===== config.mk =====
export PLATFORM = sky130hd
export DESIGN_NAME = tl_fsm
export DESIGN_NICKNAME = d
export VERILOG_FILES = /design/src/rtl/tl_fsm.sv
export SDC_FILE = /design/constraint.sdc
export NUM_CORES = 1
export LEC_CHECK = 0
export ABC_AREA = 1
export CELL_PAD_IN_SITES_DETAIL_PLACEMENT = 0
export CELL_PAD_IN_SITES_GLOBAL_PLACEMENT = 2
export CORE_ASPECT_RATIO = 1.5
export CORE_UTILIZATION = 34
export CTS_CLUSTER_DIAMETER = 60
export DETAILED_ROUTE_END_ITERATION = 7
export DONT_BUFFER_PORTS = 1
export PLACE_DENSITY = 0.76
export SYNTH_ARGS = -nofsm -noshare
export SYNTH_HDL_FRONTEND = slang
export SYNTH_SLANG_ARGS = --single-unit

===== constraint.sdc =====
create_clock -name clk -period 1.4 [get_ports clk]
set_input_delay 0.28 -clock clk [delete_from_list [all_inputs] [get_ports clk]]
set_output_delay 0.28 -clock clk [all_outputs]
set_load 0.005 [all_outputs]

===== src/rtl/tl_fsm.sv =====
// tl_fsm: traffic-light Moore controller, 8-state cycle with timed yellow dwell.
// Define TL_MIN_GREEN_EN to hold green/left states for at least MIN_GREEN cycles.
`timescale 1ns/1ps
module tl_fsm #(
   parameter int unsigned YELLOW_CYCLES = 1,
   parameter int unsigned MIN_GREEN     = 4
) (
   input  logic       clk,
   input  logic       reset_n,
   input  logic       Ta,
   input  logic       Tal,
   input  logic       Tb,
   input  logic       Tbl,
   output logic [2:0] Q,
   output logic [1:0] La,
   output logic [1:0] Lb
);

   if (YELLOW_CYCLES < 1 || YELLOW_CYCLES > 255) begin : g_bad_yellow
      $error("tl_fsm: YELLOW_CYCLES must be 1..255");
   end

   if (MIN_GREEN < 1 || MIN_GREEN > 255) begin : g_bad_green
      $error("tl_fsm: MIN_GREEN must be 1..255");
   end

   typedef enum logic [2:0] {
      S0 = 3'd0,
      S1 = 3'd1,
      S2 = 3'd2,
      S3 = 3'd3,
      S4 = 3'd4,
      S5 = 3'd5,
      S6 = 3'd6,
      S7 = 3'd7
   } state_t;

   localparam logic [1:0] L_GREEN  = 2'b00;
   localparam logic [1:0] L_YELLOW = 2'b01;
   localparam logic [1:0] L_LEFT   = 2'b10;
   localparam logic [1:0] L_RED    = 2'b11;

   localparam logic [7:0] YEL_LAST = 8'(YELLOW_CYCLES - 1);

   state_t     state_q;
   state_t     state_d;
   logic [7:0] cnt_q;
   logic [7:0] cnt_d;
   logic       yel_done;
   logic       grn_ok;

   assign yel_done = (cnt_q == YEL_LAST);

`ifdef TL_MIN_GREEN_EN
   localparam logic [7:0] GRN_LAST = 8'(MIN_GREEN - 1);
   assign grn_ok = (cnt_q >= GRN_LAST);
`else
   // MIN_GREEN has no effect in this build; fold it into a dead signal.
   logic unused_min_green;
   assign unused_min_green = ^8'(MIN_GREEN);
   assign grn_ok = 1'b1;
`endif

   // Next state: green/left wait for sensor drop, yellow waits for dwell.
   always_comb begin
      state_d = state_q;
      unique case (state_q)
         S0: if (!Ta && grn_ok)  state_d = S1;
         S1: if (yel_done)       state_d = S2;
         S2: if (!Tal && grn_ok) state_d = S3;
         S3: if (yel_done)       state_d = S4;
         S4: if (!Tb && grn_ok)  state_d = S5;
         S5: if (yel_done)       state_d = S6;
         S6: if (!Tbl && grn_ok) state_d = S7;
         S7: if (yel_done)       state_d = S0;
      endcase
   end

   // Dwell counter: restart on any state change, else count up and saturate.
   always_comb begin
      if (state_d != state_q) begin
         cnt_d = '0;
      end else if (cnt_q == 8'hFF) begin
         cnt_d = cnt_q;
      end else begin
         cnt_d = cnt_q + 8'd1;
      end
   end

   // State and dwell registers; reset drops straight to s0.
   always_ff @(posedge clk or negedge reset_n) begin
      if (!reset_n) begin
         state_q <= S0;
         cnt_q   <= '0;
      end else begin
         state_q <= state_d;
         cnt_q   <= cnt_d;
      end
   end

   assign Q = state_q;

   // Light decode from the registered state only.
   always_comb begin
      La = L_RED;
      Lb = L_RED;
      unique case (state_q)
         S0: La = L_GREEN;
         S1: La = L_YELLOW;
         S2: La = L_LEFT;
         S3: La = L_YELLOW;
         S4: Lb = L_GREEN;
         S5: Lb = L_YELLOW;
         S6: Lb = L_LEFT;
         S7: Lb = L_YELLOW;
      endcase
   end

endmodule


# --- After elaboration in Yosys (flattened, before gate mapping) ---
# Cells that the tools add are included.
word_totals:
  out_inout_bits: 7
  word_cells: 30
  input_bits: 6
  regBits: 11
op_classes:
  eq_ne: 10
  mux: 13
  add_sub_neg: 1
  n_reduce_logical: 4
op_table:
  columns: ["op", "count"]
  rows:
  - ["two-way mux 3 bit", 8]
  - ["one-hot mux 3 bit (8 select lines)", 1]
  - ["two-way mux 8 bit", 2]
  - ["== test 3 bit (second input constant)", 4]
  - ["one-hot mux 2 bit (3 select lines)", 2]
  - ["adder 8 x 1 -> 8 bit (second input constant)", 1]
  - ["== test 8 bit (second input constant)", 1]
  - ["zero test 8 bit", 1]
  - ["== test 3 x 2 -> 1 bit (second input constant)", 2]
  - ["OR reduction 2 bit", 2]
  - ["== test 3 x 1 -> 1 bit (second input constant)", 1]
  - ["zero test 3 bit", 1]
  - ["!= test 3 bit", 1]
  - ["!= test 2 bit (second input constant)", 1]

# --- Longest topological paths before layout ---
logic_depth:
  ltp_word: 5
  mapped_depth: 9
  ltp_nobuf: 9

# --- Least setup slack after synthesis ---
# No wires, ideal clock.
synth_path:
  kind: "register to register"
  start: "register cnt_q[0]"
  end: "register cnt_q[1]"
  period_less_slack_ns: 1.188
  setup_slack_ns: 0.212
  path_stages_with_launch: 8
  t_arrival_ns: 1.064
  path_buffers: 0
  required_ns: 1.276
  setup_ns: 0.124
  cell_sequence: "dfrtp_1 > ha_1 > nand2_1 > nor2_4 > nand2_4 > nand2_1 > o21ai_1 > a21boi_2"
synth_via:
  elab_chain_cells: 5
  elab_cells_between_ends: 12
  classes_between: "add/sub: 1; eq/ne: 3; mux: 7; reduce/logical: 1"
synth_lines:
  columns: ["item", "line", "rtl"]
  rows:
  - ["from (decl)", "47", "logic [7:0] cnt_q;"]
  - ["from (signal assigned)", "97", "cnt_q <= cnt_d;"]
  - ["zero test 8 bit", "52", "assign yel_done = (cnt_q == YEL_LAST);"]
  - ["two-way mux 3 bit, on equally long branches", null, null]
  - ["one-hot mux 3 bit (8 select lines)", "67", "unique case (state_q)"]
  - ["!= test 3 bit", "81", "if (state_d != state_q) begin"]
  - ["!= test 2 bit (no line) or two-way mux 8 bit (tied branches)", null, null]
# Parallel ways exist; a longest one is shown, timed or not. The select of a mux whose other input is x is not followed.
# A chain may end at the register's enable or synchronous reset.

# --- Worst setup path in the final report ---
layout_path:
  start: "register state_q[0], in the netlist Q[0]"
  end: "output port La[1]"
layout_via:
  elab_chain_cells: 3
  elab_cells_between_ends: 6
  classes_between: "eq/ne: 3; mux: 1; reduce/logical: 2"
layout_lines:
  columns: ["item", "line", "rtl"]
  rows:
  - ["from (decl)", "45", "state_t state_q;"]
  - ["from (signal assigned)", "96", "state_q <= state_d;"]
  - ["== test 3 x 2 -> 1 bit or == test 3 x 1 -> 1 bit (tied branches)", "107", "unique case (state_q)"]
  - ["OR reduction 2 bit (no line)", null, null]
  - ["one-hot mux 2 bit (3 select lines) (*)", "107", null]
  - ["to (decl)", "15", "output logic [1:0] La,"]
# Mark *: on every way between the ends. The rest lies on a longest branch, timed or not.

==> impl_metrics.toml <==
[status]
status = "finished, final reports clean"

[place]
place_hpwl_um = 1140
placed_cell_area_um2 = 742
io_buffers = 0
routabilityCongestion = 0.741

[layout]
area_growth_pct = 11.8
fill_cells = 216
layout.area.seq_um2 = 279
multi_input_area_um2 = 405
drive_above_1_share_pct = 24.5
postLayoutCellArea_um2 = 792
n_antenna_cell = 0
fin_nets = 107

[synthesis]
yosys_warnings = 0
syn_inst = 92
ys_seq_elements = 11
syn_area_per_cell_um2 = 7.70
syn-num-nets = 100
netlist_area_um2 = 708
seq_area_frac_synth_pct = 38.9
ys_types = 21

[pwr]
internal_power_uw = 430
pwr-share-seq_pct = 59.0
ir_worst_vdd_uv = 351
p_leak_uw = 0.000409
swShare_pct = 20.1
p_per_area_mw_per_mm2 = 679
pwr-share-clk_pct = 39.4
combPwrFrac_pct = 1.6
power.switching_uw = 108

[clock_network]
cts_buffers = 3
path_clk_slew_ps = 70
post_cts_buffers = 0
cts_sinks = 11
cts_tree = "yes"
root_buffer = "clkbuf_4"
htreeDepth = 1
worstSkewPairLatency_ps = 260
cts_max_path_buffers = 2

[drt]
vias = 589
drt_pre_antenna_iters = 2
wl_um = 1420
vias_per_cell = 4.95
wl_per_cell_um = 11.9
antenna_left = 0
drc = 0
drtIter0Drc = 5

[global_routing]
grt_antenna_before_repair = 0
grt_max_degree = 12
grt.overflow.total = 0
grt_pass1_vias = 656
grt_first_pass_wirelength_um = 2550
grt_util_all_layers_pct = 16.0

[floorplanning]
start_util_pct = 37.2
die_height_um = 57.9
die_w_um = 39.3
core_area_mm2 = 0.00190
row_count = 19
dieArea_mm2 = 0.00227
io_pins = 13

[critical_path]
cp_cell_sequence = "nor2_1 > inv_1 > nand2_1"
cpLargestDelayFamily = "flip-flops"
required_ps = 1120
slowest_stage = "dfrtp_2"
arrival_ps = 1020
worst_path_largest_cell_delay_ps = 440
cp-start-kind = "register"
critPathKind = "reg -> out"
worst_setup_path_end_kind = "output pin"
worst-path-buf-inv = 1
path_max_fanout = 4

[timing]
clock.fmax_mhz = 769
finalSetupTns_ps = 0
worst_pin_slew_ps = 493
setup_viol = 0
maxSlewViolCount = 0
slew_headroom_pct = 67.0
fin_crit_sh_pct = 92.9
rsz0062_at_grt = "false"
clock_skew_ps = 4.09
fin_crit_ps = 1300
hold_viol = 0

[job]
maxCapViolCount = 0

[hold_path]
hold_class = "in -> reg"
through the flow:
stage / power, uW / instances / utilization, % / hold slack, ps / setup slack [ps]
floorplan: 324 / 92 / - / -15.6 / 212
global placement: 325 / 114 / 39.0 / -15.2 / 67.1
detailed placement: 325 / 114 / 39.0 / -15.2 / 51.4
CTS: 545 / 119 / 40.9 / 263 / 33.6
global route: 570 / 119 / 41.6 / 291 / 3.57
finish: 538 / 119 / 41.6 / 272 / 99.9
cell usage after synthesis:
master    number  area share (%)
ha_1           2             3.5
nor2_1         8             4.2
a21boi_2       1             1.6
nor2_4         2             3.2
nand2_1       26              14
nand3b_1       2             2.1
a21oi_2        2             2.5
o21ai_0        1            0.71
nand4_2        1             1.8
nor2_2         1            0.88
o21ai_1        3             2.1
xor2_1         2             2.5
nand2_4        2             3.2
o31ai_1        1             1.1
inv_1          9             4.8
nand2_2        4             3.5
inv_2          1            0.53
dfrtp_1       11              39
nor3_1         1            0.71
a21oi_1        4             2.8
nand3_1        8             5.7
power by group through the flow:
stage	Clock (uW)	Combinational, uW	Sequential [uW]
after floorplan	0	0.657	324
after global placement	0	0.684	324
after detailed placement	0	0.727	324
after CTS	218	8.99	318
after global routing	242	10.5	317
final	212	8.47	317
worst paths after layout:
check                      cells past startpoint     start  slack, ps  endpoint
hold reg to reg                                2      Q[1]        550      Q[1]
min in group asynchronous                      1   reset_n        410  cnt_q[4]
setup / recovery                               3      Q[0]        100     La[1]
setup reg to reg                               7  cnt_q[0]        100  cnt_q[2]
max in group asynchronous                      1   reset_n        620      Q[0]
hold / removal                                 3        Ta        270      Q[0]
cell type report:
class / instances / share of cell area (%)
flip-flops and latches: 11 / 35.2
clock buffers: 4 / 3.32
inverters: 10 / 4.74
repair buffers: 2 / 2.21
multi-input cells: 71 / 51.2
well taps: 21 / 3.32
kinds of logic (layout without fill, tap and decap cells):
| kind of cell | count (synthesis) | after routing | synth area share, % |
|---|---|---|---|
| simple gates | 55 | 55 | 39.0 |
| compound gates | 12 | 12 | 10.8 |
| flops | 11 | 11 | 38.9 |
| buf+inv | 10 | 16 | 5.30 |
| fa+ha+maj | 2 | 2 | 3.53 |
| xor+xnor | 2 | 2 | 2.47 |
cells in the final DEF (no fill, tap or decap), types with 4 or more instances in the layout:
master	synthesis	layout
nand2_1	26	25
nand2_2	4	4
a21oi_1	4	4
nor2_1	8	7
inv_1	9	8
dfrtp_1	11	8
nand3_1	8	8
metal layers:
layer	part of all wire (%)	global-route usage (%)
met5	0	0
met4	1.1	8.87
met1	40	17.9
met3	2.2	1.53
met2	57	28.1
worst min-delay path, stage by stage:
cell     delay [ps]
nand3_1          70
nand2_2          80
nand2_1          70
flip-flops by register name (all words and copies together) (netlist names):
signal	cells
cnt_q	8
Q	3
what timing repair did:
item | CTS | global route
endpoints found under the hold margin | 11 | 0
resized for setup | 0 | 7
endpoints found under the setup margin | 0 | 7
hold buffers | 1 | 0
Power figures use the tool's default switching activity.
